File: src/rtl/mem_port_arbiter.sv
// mem_port_arbiter: shares the single-port data RAM between the pipeline memory
// stage (scalar or N-lane vector accesses) and the host/loader port.
`default_nettype none

module mem_port_arbiter #(
  parameter int AW       = 24,
  parameter int DW       = 24,
  parameter int N        = 6,
  parameter int MAX_HOLD = 8
) (
  input  logic            clk,
  input  logic            rst,
  input  logic            p_req,
  input  logic            p_we,
  input  logic            p_vec,
  input  logic [AW-1:0]   p_addr,
  input  logic [DW*N-1:0] p_wdata,
  output logic [DW*N-1:0] p_rdata,
  output logic            p_done,
  output logic            p_stall,
  input  logic            h_req,
  input  logic            h_we,
  input  logic [AW-1:0]   h_addr,
  input  logic [DW-1:0]   h_wdata,
  output logic [DW-1:0]   h_rdata,
  output logic            h_done,
  output logic            mem_en,
  output logic            mem_we,
  output logic [AW-1:0]   mem_addr,
  output logic [DW-1:0]   mem_wdata,
  input  logic [DW-1:0]   mem_rdata
);

  localparam int LW = $clog2(N + 1);
  localparam int HW = $clog2(MAX_HOLD + 1);
  localparam logic [HW-1:0] HOLD_LIMIT = HW'(MAX_HOLD);
  localparam logic [LW-1:0] VEC_BEATS  = LW'(N);

  typedef enum logic [2:0] {
    IDLE   = 3'd0,
    P_ACC  = 3'd1,
    P_DONE = 3'd2,
    H_ACC  = 3'd3,
    H_DONE = 3'd4
  } state_t;

  state_t            state_q, state_d;
  logic [LW-1:0]     lane_q, lane_d;
  logic [LW-1:0]     beats_q, beats_d;
  logic [HW-1:0]     hold_q, hold_d;
  logic [DW*N-1:0]   p_rdata_q, p_rdata_d;
  logic [DW-1:0]     h_rdata_q, h_rdata_d;
  logic [DW*N-1:0]   p_rdata_cap;
  logic              p_capture;

  always_ff @(posedge clk or negedge rst) begin
    if (!rst) begin
      state_q   <= IDLE;
      lane_q    <= '0;
      beats_q   <= '0;
      hold_q    <= '0;
      p_rdata_q <= '0;
      h_rdata_q <= '0;
    end else begin
      state_q   <= state_d;
      lane_q    <= lane_d;
      beats_q   <= beats_d;
      hold_q    <= hold_d;
      p_rdata_q <= p_rdata_d;
      h_rdata_q <= h_rdata_d;
    end
  end

  // Read data arrives one cycle after its strobe, so it lands in lane (lane-1).
  assign p_capture = !p_we && ((state_q == P_ACC && lane_q != '0) || state_q == P_DONE);

  always_comb begin
    p_rdata_cap = p_rdata_q;
    if (p_capture) begin
      for (int i = 0; i < N; i++) begin
        if (i == int'(lane_q) - 1) p_rdata_cap[i*DW +: DW] = mem_rdata;
      end
    end
  end

  // Exposing the captured view makes the last lane valid in the p_done cycle.
  assign p_rdata = p_rdata_cap;
  assign h_rdata = (state_q == H_DONE && !h_we) ? mem_rdata : h_rdata_q;
  assign p_stall = p_req & ~p_done;

  always_comb begin
    state_d   = state_q;
    lane_d    = lane_q;
    beats_d   = beats_q;
    hold_d    = hold_q;
    p_rdata_d = p_rdata_cap;
    h_rdata_d = h_rdata_q;
    mem_en    = 1'b0;
    mem_we    = 1'b0;
    mem_addr  = '0;
    mem_wdata = '0;
    p_done    = 1'b0;
    h_done    = 1'b0;
    case (state_q)
      IDLE: begin
        if (!h_req) hold_d = '0;
        if (p_req && (!h_req || hold_q < HOLD_LIMIT)) begin
          state_d   = P_ACC;
          lane_d    = '0;
          beats_d   = p_vec ? VEC_BEATS : LW'(1);
          p_rdata_d = '0;
          if (h_req) hold_d = hold_q + 1'b1;
        end else if (h_req) begin
          state_d = H_ACC;
          hold_d  = '0;
        end
      end
      P_ACC: begin
        mem_en   = 1'b1;
        mem_we   = p_we;
        mem_addr = p_addr + {{(AW-LW){1'b0}}, lane_q};
        for (int i = 0; i < N; i++) begin
          if (i == int'(lane_q)) mem_wdata = p_wdata[i*DW +: DW];
        end
        lane_d = lane_q + 1'b1;
        if (lane_q == beats_q - LW'(1)) state_d = P_DONE;
      end
      P_DONE: begin
        p_done  = 1'b1;
        state_d = IDLE;
      end
      H_ACC: begin
        mem_en    = 1'b1;
        mem_we    = h_we;
        mem_addr  = h_addr;
        mem_wdata = h_wdata;
        state_d   = H_DONE;
      end
      H_DONE: begin
        h_done = 1'b1;
        if (!h_we) h_rdata_d = mem_rdata;
        state_d = IDLE;
      end
      default: state_d = IDLE;
    endcase
  end

endmodule

`default_nettype wire

File: config.mk
export PLATFORM = sky130hd
export DESIGN_NAME = mem_port_arbiter
export DESIGN_NICKNAME = d
export VERILOG_FILES = /design/src/rtl/mem_port_arbiter.sv
export SDC_FILE = /design/constraint.sdc
export NUM_CORES = 1
export LEC_CHECK = 0
export ABC_AREA = 1
export BUFFER_PORTS_ARGS = -buffer_cell sky130_fd_sc_hd__buf_2
export CAP_MARGIN = 20
export CORE_MARGIN = 10
export CORE_UTILIZATION = 25
export CTS_BUF_LIST = sky130_fd_sc_hd__clkbuf_16
export DETAILED_ROUTE_END_ITERATION = 16
export PLACE_DENSITY = 0.5
export RECOVER_POWER = 25
export SYNTH_ARGS = -nofsm -noshare
export SYNTH_HDL_FRONTEND = slang
export SYNTH_SLANG_ARGS = --single-unit
File: constraint.sdc
create_clock -name clk -period 4.7 [get_ports clk]
set_input_delay 0.705 -clock clk [delete_from_list [all_inputs] [get_ports clk]]
set_output_delay 0.705 -clock clk [all_outputs]
set_load 0.02 [all_outputs]
==> results.json <==
{
  "grt_overflow": 0,
  "rsz0062_at_grt": "no",
  "final.min_clock_period_ns": 4.195,
  "setup_tns_ns": 0,
  "syn_inst": 2140,
  "hold_violations": 0,
  "grt_start_max_net_pins": 149,
  "finalWeightedCongestion": 0.9434,
  "vias": 15740,
  "io_pins": 468,
  "cts_tree": "built",
  "vdd.ir_drop.worst_v": 0.0003262,
  "min_path_type": "primary input to flip-flop",
  "slowest_delay_ns": 0.61,
  "root_buffer": "clkbuf_16",
  "clockBufferDepth": 2,
  "async_reset_ff_share_pct": 100.0,
  "grt_pass1_vias": 15280,
  "path_class": "flip-flop to output pin",
  "ant_nets": 0,
  "dp_hpwl_um": 50900,
  "drt_iter0_markers": 1290,
  "cts_setup_buffers": 0,
  "synth_area_sq_mm": 0.01305,
  "max_freq_mhz": 238.4,
  "final-setup-viol-count": 0,
  "slowest_stage": "xnor2_4",
  "post-route-period-util_pct": 89.25,
  "viasPerCell": 4.903,
  "cts_sinks": 180,
  "ys_seq_area_share_pct": 34.52,
  "ys.flop_type": "dfrtp_1",
  "status": "finished with violations",
  "synth_edf_count": 0,
  "wirelength_um": 69810,
  "die_x_um": 248.5,
  "portBuffers": 467,
  "grt.total_usage_pct": 21.53,
  "power_leakage_nw": 9.990,
  "synth_cell_types": 29,
  "yosysWarningCount": 0,
  "synth_area_per_cell_sq_um": 6.097,
  "path_cells": "inv_1, ha_1, xnor2_4, nand3_1, buf_4, nand2_1, nand2_1, nand2_1, nand2_1, buf_2",
  "syn2layout_area_growth_pct": 26.99,
  "coreArea_sq_mm": 0.05151,
  "post-route-util_pct": 32.17,
  "clk_latency_ns": 0.46,
  "slew_headroom_pct": -83.69,
  "wl_per_cell_um": 21.74,
  "critPathMaxFanout": 23,
  "fin_skew_ns": 0.01598,
  "maxSlewViolCount": 97,
  "violations": "max-capacitance violations, max-slew violations",
  "drt_first_pass_iters": 5,
  "numCtsBuffers": 17,
  "synth_nets": 2399,
  "cp.arrival_ns": 3.49,
  "tightest_slew_ns": 2.755,
  "path_common_cell": "nand2_1",
  "end_kind": "output pin",
  "antenna_found_initial": 12,
  "dieArea_sq_mm": 0.06173,
  "cap_viol_max_count": 1,
  "cp_data_required_time_ns": 3.99,
  "grt_pass1_wl_um": 102800,
  "hold_slack_ns": 0.4435,
  "clkSlewWorstSetupHoldPaths_ns": 0.07,
  "htreeDepth": 4,
  "initial_utilization_pct": 25.33,
  "rows": 83,
  "fin_nets": 2771,
  "cts_resized": 0,
  "power_density_mw_per_mm2": 654.7,
  "yosys_register_bits": 180,
  "fp.dieH_um": 248.5,
  "drive_gt1_share_pct": 22.65,
  "ctsHoldBuffers": 0,
  "drc": 0,
  "worstSetupStartpointType": "flip-flop"
}
critical path, delay by kind of cell, from the launching register on:
| kind | cells | cell delay, ns |
|---|---|---|
| AND/OR/NAND/NOR | 5 | 0.83 |
| buffers and inverters | 3 | 0.74 |
| XOR/XNOR | 1 | 0.61 |
| flip-flops | 1 | 0.47 |
| adder cells (fa/ha/maj) | 1 | 0.36 |
state kept, by name, summed over array words and instances, names as in the netlist:
name	cells
lane_q	3
state_q	3
hold_q	4
beats_q	2
p_rdata_q	144
h_rdata_q	24
routing by layer:
metal | vias up | GRT usage, % | part of all wire [%]
li1 | 7623 | - | -
met4 | 0 | 7.919 | 2.9
met3 | 75 | 5.227 | 7.1
met2 | 599 | 36.39 | 48
met5 | - | 0 | 0
met1 | 7447 | 26.02 | 42
through the flow:
step	worst slack, ns	cell area, sq um	power (mW)	instances
final	0.5052	16570	10.85	3211
after global routing	0.2371	16570	11.67	3211
after CTS	0.4654	16570	10.97	3205
after detailed placement	1.015	16020	9.510	3173
after global placement	1.063	16020	9.490	3173
after floorplan	1.670	13050	6.804	2140
path summary, 6_finish.rpt:
check | startpoint | to | slack (ns) | depth (start not counted)
worst max-delay path | lane_q[0] | p_rdata[94] | 0.51 | 10
worst min-delay path | p_vec | beats_q[0] | 0.44 | 2
worst max register to register | lane_q[0] | p_rdata_q[94] | 1.65 | 9
worst min register to register | state_q[2] | state_q[2] | 0.49 | 1
max in group asynchronous | rst | h_rdata_q[1] | 1.34 | 2
min in group asynchronous | rst | p_rdata_q[83] | 1.09 | 1
cell usage in the layout, fill, tap and decap left out, types with 17 or more instances in the layout:
| cell | instances |
|---|---|
| nand2_1 | 1103 |
| buf_2 | 466 |
| dfrtp_1 | 180 |
| a21oi_1 | 148 |
| nand4_1 | 147 |
| inv_1 | 111 |
| nand3_1 | 111 |
| nor2_1 | 79 |
| o21ai_0 | 45 |
| buf_4 | 31 |
| mux2_2 | 24 |
| clkbuf_16 | 17 |
cell usage after synthesis, types with 2 or more instances:
| cell type | n | area (sq um) |
|---|---|---|
| nand2_1 | 1103 | 4140 |
| clkbuf_1 | 99 | 371.6 |
| xor2_1 | 3 | 26.28 |
| ha_1 | 11 | 137.6 |
| buf_1 | 18 | 67.56 |
| nor2_1 | 81 | 304.0 |
| a21oi_1 | 148 | 740.7 |
| or2_2 | 4 | 25.02 |
| nand3_1 | 112 | 560.5 |
| nand4_1 | 147 | 919.6 |
| a22o_1 | 2 | 17.52 |
| dfrtp_1 | 180 | 4504 |
| inv_2 | 2 | 7.510 |
| o22ai_1 | 2 | 12.51 |
| xnor2_1 | 2 | 17.52 |
| inv_1 | 110 | 412.9 |
| buf_2 | 32 | 160.2 |
| o21ai_0 | 45 | 225.2 |
| mux2_2 | 24 | 270.3 |
| nor3_1 | 6 | 30.03 |
layout make-up:
cell class                 count  area (sq um)
sequential                   180          4504
fill                        5751         34940
clock buffer                  17         425.4
timing repair buffer         503          2639
multi-input combinational   1698          7584
antenna                        6         15.01
inverter                     112         422.9
tap                          680         850.8
clock inverter                15         127.6
where the power goes:
part           leakage (nW)  switching, mW  internal (mW)
clock                 0.258          0.723          0.691
sequential             2.46          0.238           2.02
combinational          7.27           5.25           1.92
cells by family (layout without fill, tap and decap cells):
kind of cell	count (synthesis)	after routing	synth area share [%]
AOI/OAI and AO/OA	201	201	7.863
adders and majority gates	12	12	1.208
and+or+nand+nor	1454	1454	45.88
buffers and inverters	262	647	7.873
DFF	180	180	34.52
muxes	24	24	2.071
xor gates and xnor gates	7	7	0.5851
other	0	6	0
Power figures use the tool's default switching activity.
